**src/rtl/addr_mult_ctrl.sv**
```systemverilog
// Issue/writeback controller for the 6-stage address multiply pipeline.
// Optional writeback forwarding is enabled by defining AMUL_WB_FWD_EN.
module addr_mult_ctrl #(
    parameter int MULT_LAT  = 6,
    parameter int ADD_LAT   = 2,
    parameter int NUM_AREGS = 8,
    parameter int AIDX_W    = 3
) (
    input  logic                 clk,
    input  logic                 rst,
    input  logic                 i_issue_vld,
    input  logic [AIDX_W-1:0]    i_aj_idx,
    input  logic [AIDX_W-1:0]    i_ak_idx,
    input  logic [AIDX_W-1:0]    i_ai_idx,
    output logic                 o_issue_rdy,
    output logic                 o_mult_start,
    input  logic                 i_add_issue,
    output logic                 o_add_stall,
`ifdef AMUL_WB_FWD_EN
    output logic                 o_fwd_j,
    output logic                 o_fwd_k,
`endif
    output logic                 o_wb_vld,
    output logic [AIDX_W-1:0]    o_wb_idx,
    output logic [NUM_AREGS-1:0] o_areg_busy,
    output logic [2:0]           o_inflight
);

    localparam int SLOT_STG = MULT_LAT - ADD_LAT - 1;

    logic                 vld_p [MULT_LAT];
    logic [AIDX_W-1:0]    idx_p [MULT_LAT];
    logic [NUM_AREGS-1:0] busy_nxt;
    logic [2:0]           inflight_nxt;
    logic                 unused_add;

    // The add unit always yields to a multiply; its issue strobe has no effect here.
    assign unused_add = i_add_issue;

    function automatic logic wb_hit(input logic wbv, input logic [AIDX_W-1:0] wbi,
                                    input logic [AIDX_W-1:0] idx);
        return wbv && (wbi == idx);
    endfunction

    function automatic logic reg_busy(input logic [NUM_AREGS-1:0] bsy, input logic wbv,
                                      input logic [AIDX_W-1:0] wbi,
                                      input logic [AIDX_W-1:0] idx);
`ifdef AMUL_WB_FWD_EN
        return bsy[idx] && !wb_hit(wbv, wbi, idx);
`else
        return bsy[idx] && !(wbv && 1'b0 && (wbi == idx));
`endif
    endfunction

    assign o_issue_rdy  = !reg_busy(o_areg_busy, o_wb_vld, o_wb_idx, i_aj_idx) &&
                          !reg_busy(o_areg_busy, o_wb_vld, o_wb_idx, i_ak_idx) &&
                          !reg_busy(o_areg_busy, o_wb_vld, o_wb_idx, i_ai_idx);
    assign o_mult_start = i_issue_vld && o_issue_rdy;
    assign o_add_stall  = vld_p[SLOT_STG];
    assign o_wb_vld     = vld_p[MULT_LAT-1];
    assign o_wb_idx     = idx_p[MULT_LAT-1];

`ifdef AMUL_WB_FWD_EN
    assign o_fwd_j = wb_hit(o_wb_vld, o_wb_idx, i_aj_idx);
    assign o_fwd_k = wb_hit(o_wb_vld, o_wb_idx, i_ak_idx);
`endif

    // Set after clear so a same-edge reissue keeps the reservation.
    always_comb begin
        busy_nxt = o_areg_busy;
        if (o_wb_vld)
            busy_nxt[o_wb_idx] = 1'b0;
        if (o_mult_start)
            busy_nxt[i_ai_idx] = 1'b1;
    end

    always_comb begin
        inflight_nxt = o_inflight;
        case ({o_mult_start, o_wb_vld})
            2'b10:   inflight_nxt = o_inflight + 3'd1;
            2'b01:   inflight_nxt = o_inflight - 3'd1;
            default: inflight_nxt = o_inflight;
        endcase
    end

    // Tracking pipe: stage 0 captures the start, final stage is the writeback.
    always_ff @(posedge clk) begin
        if (rst) begin
            for (int i = 0; i < MULT_LAT; i++) begin
                vld_p[i] <= 1'b0;
                idx_p[i] <= '0;
            end
            o_areg_busy <= '0;
            o_inflight  <= '0;
        end else begin
            vld_p[0] <= o_mult_start;
            idx_p[0] <= i_ai_idx;
            for (int i = 1; i < MULT_LAT; i++) begin
                vld_p[i] <= vld_p[i-1];
                idx_p[i] <= idx_p[i-1];
            end
            o_areg_busy <= busy_nxt;
            o_inflight  <= inflight_nxt;
        end
    end

endmodule
```
**config.mk**
```make
export PLATFORM = sky130hd
export DESIGN_NAME = addr_mult_ctrl
export DESIGN_NICKNAME = d
export VERILOG_FILES = /design/src/rtl/addr_mult_ctrl.sv
export SDC_FILE = /design/constraint.sdc
export NUM_CORES = 1
export LEC_CHECK = 0
export CAP_MARGIN = 20
export CORE_ASPECT_RATIO = 1.2
export CORE_MARGIN = 2
export CORE_UTILIZATION = 45
export CTS_BUF_LIST = sky130_fd_sc_hd__clkbuf_8
export DETAILED_ROUTE_END_ITERATION = 8
export PLACE_DENSITY_LB_ADDON = 0.15
export RECOVER_POWER = 100
export REMOVE_ABC_BUFFERS = 1
export SYNTH_ARGS = -nofsm -noshare
export SYNTH_HDL_FRONTEND = slang
export SYNTH_SLANG_ARGS = --single-unit
```
**constraint.sdc**
```tcl
create_clock -name clk -period 5.2 [get_ports clk]
set_clock_uncertainty 0.1 [all_clocks]
set_input_delay 1.56 -clock clk [delete_from_list [all_inputs] [get_ports clk]]
set_output_delay 1.56 -clock clk [all_outputs]
set_load 0.01 [all_outputs]
```
# After elaboration in Yosys (flattened, before gate mapping)
# Memory sizes are Yosys's and may differ from the RTL's.
# Cells that the tools add are included.
[word_totals]
wordCells = 66
mem_count = 2
out_inout_bits = 18
inputBits = 13
mem_bits_rw = 24
regBits = 11
[classes]
order_cmp = 6
n_eq_ne = 2
bitwise_logic = 15
addsub = 2
muxes = 28
n_reduce_logical = 9
[mem_list]
columns = ["memory", "depth", "word_bits", "rd", "rd_ports_with_merged_regs", "write_ports", "line_no", "text"]
rows = [
  ["idx_p", 6, 3, 6, 0, 6, "32", "logic [AIDX_W-1:0] idx_p [MULT_LAT];"],
  ["vld_p", 6, 1, 6, 0, 6, "31", "logic vld_p [MULT_LAT];"],
]
[op_table]
columns = ["cell", "count"]
rows = [
  ["$mux W3", 6],
  ["$lt A3 B4 Y1 const B", 4],
  ["$mux W8", 2],
  ["$mux W1", 14],
  ["$or A1 B1 Y1", 12],
  ["$bmux W1 S3", 3],
  ["$and A8 B8 Y8", 1],
  ["$not A8 Y8", 1],
  ["$or A8 B8 Y8", 1],
  ["$demux W1 S3", 2],
  ["$ge A3 B1 Y1 const B", 2],
  ["$pmux W3 S2", 1],
  ["$logic_and A1 B1 Y1", 5],
  ["$add A3 B1 Y3 const B", 1],
  ["$logic_not A1 Y1", 3],
  ["$sub A3 B1 Y3 const B", 1],
  ["$eq A2 B1 Y1 const B", 1],
  ["$eq A2 B2 Y1 const B", 1],
  ["$reduce_bool A2 Y1", 1],
]

# Depth between registers and ports, before layout
# Gate-level depths: netlist of run 1.
[depth]
ltp_word = 9
ltp_mapped = 10
ltp_nobuf = 9

# Worst setup path before layout of run 1
# Ideal clock, no wire load.
[synth_timing]
kind = "in2out"
startpoint = "in i_ak_idx[1]"
endpoint = "out o_mult_start"
path_stages = 5
t_arrival_ps = 2947
setup_slack_ps = 593
required_time_ps = 3540
path_buffers = 1
path_cell_list = "mux4_1 mux2i_1 nand2_1 buf_2 nor4b_1"
[synth_between]
elab_chain_len = 6
[synth_lines]
columns = ["item", "line_no", "text"]
rows = [
  ["from (decl)", "13", "input logic [AIDX_W-1:0] i_ak_idx,"],
  ["$bmux W1 S3", "51", "return bsy[idx] && !(wbv && 1'b0 && (wbi == idx));"],
  ["$mux W1 (not written as such)", "51", ""],
  ["$logic_not A1 Y1", "56", "!reg_busy(o_areg_busy, o_wb_vld, o_wb_idx, i_ak_idx) &&"],
  ["$logic_and A1 B1 Y1", "55", "assign o_issue_rdy = !reg_busy(o_areg_busy, o_wb_vld, o_wb_idx, i_aj_idx) &&"],
  ["$logic_and A1 B1 Y1", "56", ""],
  ["$logic_and A1 B1 Y1", "58", "assign o_mult_start = i_issue_vld && o_issue_rdy;"],
  ["to (decl)", "16", "output logic o_mult_start,"],
]
# No other way between the ends. The select of a mux whose other input is x is not followed.

# Worst setup path after layout of run 1
[layout_timing]
startpoint = "in i_ak_idx[1]"
endpoint = "out o_issue_rdy"
[layout_between]
elab_chain_len = 5
[layout_lines]
columns = ["item", "line_no", "text"]
rows = [
  ["$bmux W1 S3", "51", ""],
  ["$mux W1 (not written as such)", "51", ""],
  ["$logic_not A1 Y1", "56", ""],
  ["$logic_and A1 B1 Y1", "55", ""],
  ["$logic_and A1 B1 Y1", "56", ""],
  ["to (decl)", "15", "output logic o_issue_rdy,"],
]
# No other way between the ends. The select of a mux whose other input is x is not followed.

==> metrics.csv, run 1 <==
metric,value,unit
WL per Instance,14.2,um
Via density,5.39,
CP Cell Sequence,clkdlybuf4s50_1 -> mux4_1 -> mux2i_1 -> nand2_2 -> nor3_2 -> dlygate4sd2_1,
status,finished clean,
Max H-tree Level,2,
# rows,22,
number of CTS-inserted buffers,5,
Placement Setup Slack,-0.339,ns
via count,1122,
Fin Setup TNS,0,ns
Final Setup Violations,0,
Die Area,0.00360,sq mm
number of max-cap violations,0,
final net count,186,
CP arrival,3.43,ns
count of different cell masters after synthesis,35,
initial antenna violation count,0,
required time of the critical path,3.54,ns
first-pass GRT wire length,4860,um
CTS tree,yes,
"EDFF count, synth",0,
postcts setup bufs,0,
Max rail drop VDD,207,uV
DRC,0,
hold_ws,0.337,ns
Post-Route WL,2950,um
ys async rst share,0,%
Post-DP Area,0.00181,sq mm
pwr dens,282,mW/mm^2
Clock Sinks,35,
clock latency on the worst-skew pair,0.28,ns
CP max FO,3,
CTS Hold Buffers Added,0,
Area Overhead vs Synth,34.0,%
routability cong.,0.912,
Hold Crit Class,flop to flop,
core area,0.00303,sq mm
Worst Max-Slew Pin Slew,1.05,ns
layout cells sized above 1,13.4,%
port bufs,29,
RSZ-0062 raised after global routing,false,
Syn Inst Count,129,
worst setup path class,input port to output pin,
YS warnings,0,
mean area per synthesized cell,10.9,sq um
"Design Area, Final",0.00189,sq mm
Post-Syn Area,0.00141,sq mm
I/O pin total,31,
top_reg_cell synth,dfxtp_1,
drt first-iter violations,30,
vias in the first global route,1072,
startpoint types,input port,
Max Clk Rate,0.197,GHz
gr usage total,19.0,%
HPWL after detailed placement,2160,um
Tmin final,5.09,ns
chip width,55.1,um
Worst-path clk slew,0.06,ns
final worst slack,0.114,ns
Final Power,0.532,mW
Die H,65.3,um
Pre-antenna DRT Iters,4,
leak pwr,0.780,nW
pin count of the biggest net entering global routing,28,
# diodes,0,
Initial Util,46.6,%
number of synthesized register bits,35,
Fillers,264,
Slew Limit Headroom,30.0,%
Root Driver,clkbuf_8,
sequential share of the synthesized area,49.7,%
CTS max path bufs,2,
endpoints failing hold,0,
Worst Setup End Kind,output pin,
slowest CP cell,mux4_1,
grt total ovfl,0,
final clock period utilization by the worst path,97.8,%
CP max stage delay,0.56,ns
max-slew violations,0,
DRT antenna net count,0,
-- registers in the layout, summed over array words and instances (netlist names) --
signal	count
o_inflight	3
o_areg_busy	8
idx_p	18
vld_p	6
-- logic make-up after synthesis --
group,after synthesis,synth area share (%)
fa+ha+maj,2,2.31
flops,35,49.7
compound gates,21,11.6
mux,9,10.5
buf+inv,8,2.39
xor+xnor,2,1.24
simple gates,52,22.3
-- through the flow --
stage	std cells	utilization, %
6_report	208	62.4
5_1_grt	208	62.4
4_1_cts	208	62.6
3_5_place_dp	200	59.8
3_3_place_gp	200	59.8
2_1_floorplan	123	-
-- synthesized netlist by cell type (2+ instances only) --
cell type  count  share of area [%]
nand2_1        6                1.6
dfxtp_1       35                 50
nor2_1         3               0.80
mux4_2         2                3.2
nand2b_1       6                2.7
mux4_1         2                3.7
and3_1         2               0.89
o31ai_1        7                3.7
or3_1          2               0.89
o21ai_0        2               0.71
clkbuf_1       3               0.80
o211ai_1       6                3.2
mux2i_1        5                3.5
buf_2          3                1.1
nor2b_1       24                 11
o311ai_0       2                1.2
-- metal layers --
metal	global-route usage (%)	vias up	share of wire [%]
met2	29.9	34	48
met3	5.68	7	6.3
li1	-	548	-
met1	23.3	533	43
met5	0	-	0
met4	8.54	0	2.6
-- layout make-up --
type	instances	area, sq um	area share (%)
multi-input cells	86	689	36.5
clock inverters	3	12.5	0.662
clock buffers	5	68.8	3.64
well taps	36	45.0	2.38
repair buffers	41	365	19.3
flip-flops and latches	35	701	37.1
inverters	2	7.51	0.397
-- repair_timing --
action,CTS,global route
hold endpoints to repair,0,0
gates resized for setup,4,3
setup endpoints to repair,2,2
-- worst max-delay path: cells and delay by family --
kind | cells | cell delay (ns)
mux | 2 | 0.75
simple gates | 2 | 0.32
buf+inv | 2 | 0.80
-- layout by cell type (no fill, tap or decap), types with 2 or more instances in the layout --
cell and instances:
nand2b_1 6, clkdlybuf4s50_1 10, nor2_1 3, nor2b_1 24
clkbuf_1 3, o211ai_1 6, mux4_1 2, inv_1 3
o21ai_0 2, buf_4 10, and3_1 2, o31ai_1 7
dlygate4sd3_1 17, o311ai_0 2, clkbuf_8 5, dfxtp_1 35
mux4_2 2, or3_1 2, mux2i_1 5, nand2_1 5
-- worst paths after layout --
kind	start	slack (ns)	end	cells past startpoint
setup / recovery	i_ak_idx[1]	0.11	o_issue_rdy	6
setup reg to reg	o_areg_busy[3]	1.84	o_inflight[2]	10
hold reg to reg	vld_p[0][4]	0.34	vld_p[0][5]	1
hold / removal	vld_p[0][4]	0.34	vld_p[0][5]	1
-- where the power goes --
part	internal, mW	switching (mW)
registers	0.278	0.00698
clock network	0.0898	0.0889
logic	0.0372	0.0310
total	0.405	0.127
(Power assumes the default switching activity.)
==> run 2, diff against run 1 <==
--- a/config.mk
+++ b/config.mk
@@ -9,7 +9,7 @@
 export CORE_ASPECT_RATIO = 1.2
 export CORE_MARGIN = 2
 export CORE_UTILIZATION = 45
-export CTS_BUF_LIST = sky130_fd_sc_hd__clkbuf_8
+export CTS_BUF_LIST = sky130_fd_sc_hd__clkbuf_4 sky130_fd_sc_hd__clkbuf_8
 export DETAILED_ROUTE_END_ITERATION = 8
 export PLACE_DENSITY_LB_ADDON = 0.15
 export RECOVER_POWER = 100
==> run 2 against run 1 <==
Core utilization decreased by 0.70 points. Wire length decreased by 2.5%. Global-route usage decreased by 0.19 points. Worst hold slack improved by 0.0049 ns. Critical path type unchanged. Largest power group unchanged.
==> metrics.csv, run 2 (synthesis gave the netlist of run 1 again) <==
metric,value,unit
max reg flops,18,
first-pass GRT wire length,4770,um
Fillers,266,
clock latency on the worst-skew pair,0.34,ns
CP max stage delay,0.56,ns
gr usage total,18.8,%
Die H,65.3,um
"commonest non-fill, non-tap cell in the layout",dfxtp_1,
biggest registers after layout,"idx_p (18), o_areg_busy (8), vld_p (6)",
required time of the critical path,3.54,ns
Crit path max-delay family,buffers and inverters,
I/O pin total,31,
hold_ws,0.342,ns
initial antenna violation count,0,
CP max FO,3,
endpoints failing hold,0,
Worst-path clk slew,0.10,ns
final net count,186,
Slew Limit Headroom,28.7,%
pin count of the biggest net entering global routing,28,
Hold Crit Class,flop to flop,
leak pwr,0.773,nW
pwr dens,268,mW/mm^2
# rows,22,
CP Depth,6,
Clock Sinks,35,
most frequent cells in the layout,"35 x dfxtp_1, 24 x nor2b_1, 17 x dlygate4sd3_1, 11 x buf_4, 10 x clkdlybuf4s50_1",
via count,1117,
DRT antenna net count,0,
Final Setup Violations,0,
Reg with most FFs,idx_p,
Worst Setup End Kind,output pin,
core area,0.00303,sq mm
Post-Route WL,2870,um
worst setup path class,input port to output pin,
Post-DP Area,0.00181,sq mm
HPWL after detailed placement,2160,um
Fin Setup TNS,0,ns
drt first-iter violations,33,
CP arrival,3.44,ns
Worst Max-Slew Pin Slew,1.07,ns
Max H-tree Level,2,
slowest CP cell,mux4_1,
layout cells sized above 1,15.1,%
worst hold path depth,1,
Area Overhead vs Synth,32.5,%
Max rail drop VDD,181,uV
# diodes,0,
"Design Area, Final",0.00187,sq mm
chip width,55.1,um
CTS tree,yes,
Die Area,0.00360,sq mm
status,finished clean,
vias in the first global route,1046,
number of CTS-inserted buffers,5,
Root Driver,clkbuf_4,
CP bufs+invs,2,
grt total ovfl,0,
Max Clk Rate,0.196,GHz
Initial Util,46.6,%
Worst R2R Path Depth,10,
Tmin final,5.10,ns
routability cong.,0.912,
final clock period utilization by the worst path,98.1,%
startpoint types,input port,
DRC,0,
CP Cell Sequence,clkdlybuf4s50_1 -> mux4_1 -> mux2i_1 -> nand2_1 -> nor3_2 -> dlygate4sd2_1,
WL per Instance,13.8,um
RSZ-0062 raised after global routing,false,
CTS max path bufs,2,
Via density,5.37,
number of max-cap violations,0,
Pre-antenna DRT Iters,4,
max-slew violations,0,
port bufs,29,
"Core Util, Final",61.7,%
==> run 2: cell types whose count changed in the layout (fill, tap and decap cells not counted) <==
| cell | before | now |
|---|---|---|
| buf_4 | 10 | 11 |
| inv_1 | 3 | 1 |
| clkbuf_8 | 5 | 0 |
| clkbuf_2 | 0 | 1 |
| clkbuf_1 | 3 | 1 |
| clkbuf_4 | 0 | 7 |
| nand2_2 | 1 | 0 |
| nand2_1 | 5 | 6 |
==> run 2: timing repair <==
item                                    CTS  global route
endpoints found under the setup margin    2             2
hold endpoints to repair                  0             0
gates resized for setup                   4             2
hold buffers                              0             0
gates cloned                              0             0
setup buffers                             0             0
==> run 2: layer usage <==
metal	share of wire, %	wire length, um	global-route usage (%)	vias to the layer above
met2	48	1380	29.2	35
met4	1.9	55	7.32	0
met5	0	0	0	-
li1	-	-	-	551
met3	7.5	216	6.82	5
met1	43	1230	23.3	526
==> run 2: final timing paths <==
kind                   from       endpoint  slack, ns
min reg2reg     idx_p[4][1]    idx_p[5][1]       0.34
min             idx_p[4][1]    idx_p[5][1]       0.34
max             i_ak_idx[1]    o_issue_rdy        0.1
max reg2reg  o_areg_busy[3]  o_inflight[2]       1.90
==> run 2: per-stage QoR <==
| step | cells | setup WS [ns] | power (mW) |
|---|---|---|---|
| after floorplan | 123 | 0.608 | 0.320 |
| after global placement | 200 | -0.314 | 0.362 |
| after detailed placement | 200 | -0.339 | 0.363 |
| after CTS | 208 | 0.00371 | 0.507 |
| after global routing | 208 | 0.00199 | 0.526 |
| final | 208 | 0.0992 | 0.500 |
==> run 2: layout make-up <==
type                    instances  area, sq um  share of cell area (%)
clock inverters                 1         5.00                   0.268
clock buffers                   7         52.6                    2.81
flip-flops and latches         35          701                    37.5
repair buffers                 41          370                    19.8
inverters                       2         7.51                   0.402
well taps                      36         45.0                    2.41
multi-input cells              86          687                    36.8
==> run 2: worst register-to-register path, delay by kind of cell (launching register included) <==
family	cells	cell delay (ns)
and+or+nand+nor	3	0.99
muxes	2	0.67
adders and majority gates	2	0.61
DFF	1	0.36
buffers and inverters	1	0.21
xor gates and xnor gates	1	0.14
AOI/OAI and AO/OA	1	0.13
==> run 2: where the power goes <==
part	switching, mW	total, mW	internal, mW
registers	0.00680	0.285	0.278
clock network	0.0833	0.146	0.0630
logic	0.0308	0.0687	0.0379
==> run 3, diff against run 2 <==
--- a/config.mk
+++ b/config.mk
@@ -14,6 +14,7 @@
 export PLACE_DENSITY_LB_ADDON = 0.15
 export RECOVER_POWER = 100
 export REMOVE_ABC_BUFFERS = 1
+export SKIP_CTS_REPAIR_TIMING = 1
 export SYNTH_ARGS = -nofsm -noshare
 export SYNTH_HDL_FRONTEND = slang
 export SYNTH_SLANG_ARGS = --single-unit
==> run 3 against run 2 <==
Clock power about the same. Wire length down 0.17%. Highest routed layer unchanged. Critical path type unchanged. First-iteration DRC count down 9.1%. Largest cell class unchanged.
==> metrics.csv, run 3 (synthesis gave the netlist of run 1 again) <==
metric,value,unit
status,finished clean,
r2r setup slk,1.94,ns
startpoint types,input port,
Cell Int Power,0.379,mW
final net count,186,
worst setup path class,input port to output pin,
DRC,0,
first-pass GRT wire length,4780,um
CTS max path bufs,2,
Worst-path clk slew,0.10,ns
endpoints failing hold,0,
Logic pwr share,13.7,%
max reg flops,18,
Slew Limit Headroom,28.7,%
CP max FO,3,
leak pwr,0.780,nW
I/O pin total,31,
Max rail drop VDD,183,uV
most frequent cells in the layout,"35 x dfxtp_1, 24 x nor2b_1, 16 x dlygate4sd3_1, 11 x clkdlybuf4s50_1, 11 x buf_4",
Fin Setup TNS,0,ns
port bufs,29,
max-slew violations,0,
Max H-tree Level,2,
# diodes,0,
DRT antenna net count,0,
P_sw,0.120,mW
Max Clk Rate,0.196,GHz
CTS tree,yes,
layout cells sized above 1,13.4,%
clock latency on the worst-skew pair,0.34,ns
Initial Util,46.6,%
chip width,55.1,um
pin count of the biggest net entering global routing,28,
Worst Max-Slew Pin Slew,1.07,ns
Die Area,0.00360,sq mm
Die H,65.3,um
via count,1121,
Via density,5.39,
initial antenna violation count,0,
Clock Sinks,35,
grt total ovfl,0,
CP arrival,3.44,ns
hold_ws,0.342,ns
Worst R2R Path Depth,10,
WL per Instance,13.8,um
routability cong.,0.912,
Worst Setup End Kind,output pin,
worst hold path depth,1,
sequential power share,57.0,%
vias in the first global route,1047,
required time of the critical path,3.54,ns
core area,0.00303,sq mm
drt first-iter violations,30,
Tmin final,5.10,ns
switch share,24.1,%
final clock period utilization by the worst path,98.0,%
pwr dens,268,mW/mm^2
Hold Crit Class,flop to flop,
Reg with most FFs,idx_p,
Area Overhead vs Synth,32.5,%
number of CTS-inserted buffers,5,
biggest registers after layout,"idx_p (18), o_areg_busy (8), vld_p (6)",
Final Setup Violations,0,
Post-Route WL,2870,um
Root Driver,clkbuf_4,
number of max-cap violations,0,
# rows,22,
gr usage total,18.8,%
RSZ-0062 raised after global routing,true,
Pre-antenna DRT Iters,4,
"commonest non-fill, non-tap cell in the layout",dfxtp_1,
HPWL after detailed placement,2160,um
Clock power frac,29.3,%
==> run 3: final timing paths <==
kind,start,endpoint
max,i_ak_idx[1],o_mult_start
min,idx_p[4][1],idx_p[5][1]
max reg2reg,o_areg_busy[3],o_inflight[2]
min reg2reg,idx_p[4][1],idx_p[5][1]
==> run 3: power groups by stage <==
| stage | Sequential, mW | Combinational, mW | Clock (mW) |
|---|---|---|---|
| 2_1_floorplan | 0.292 | 0.0275 | 0 |
| 3_3_place_gp | 0.291 | 0.0709 | 0 |
| 3_5_place_dp | 0.291 | 0.0718 | 0 |
| 4_1_cts | 0.285 | 0.0721 | 0.151 |
| 5_1_grt | 0.287 | 0.0752 | 0.164 |
| 6_report | 0.285 | 0.0687 | 0.146 |
==> run 3: routing by layer <==
metal  GRT usage, %  part of all wire [%]
met1           23.4                    43
met2           29.0                    47
met3           6.82                   7.9
met4           7.32                   1.9
met5              0                     0
==> run 3: metrics by stage <==
stage	std cells	utilization, %	setup slack (ns)	instance area, sq um	total power [mW]
after CTS	208	61.7	-0.347	1870	0.508
after global routing	208	61.7	-0.00199	1870	0.526
after global placement	200	59.8	-0.314	1810	0.362
final	208	61.7	0.105	1870	0.500
after detailed placement	200	59.8	-0.339	1810	0.363
after floorplan	123	-	0.608	1380	0.320
==> run 3: worst max-delay path, cell delays in order <==
cell and delay [ns]:
clkdlybuf4s50_1 0.52, mux4_1 0.56, mux2i_1 0.16, nand2_1 0.14
nor4b_1 0.30, dlymetal6s2s_1 0.20
==> run 3: cell type report <==
type                       instances  area, sq um
timing repair buffer              41          382
inverter                           2         7.51
sequential                        35          701
tap                               36         45.0
clock inverter                     1         5.00
fill                             266         1160
clock buffer                       7         52.6
multi-input combinational         86          676
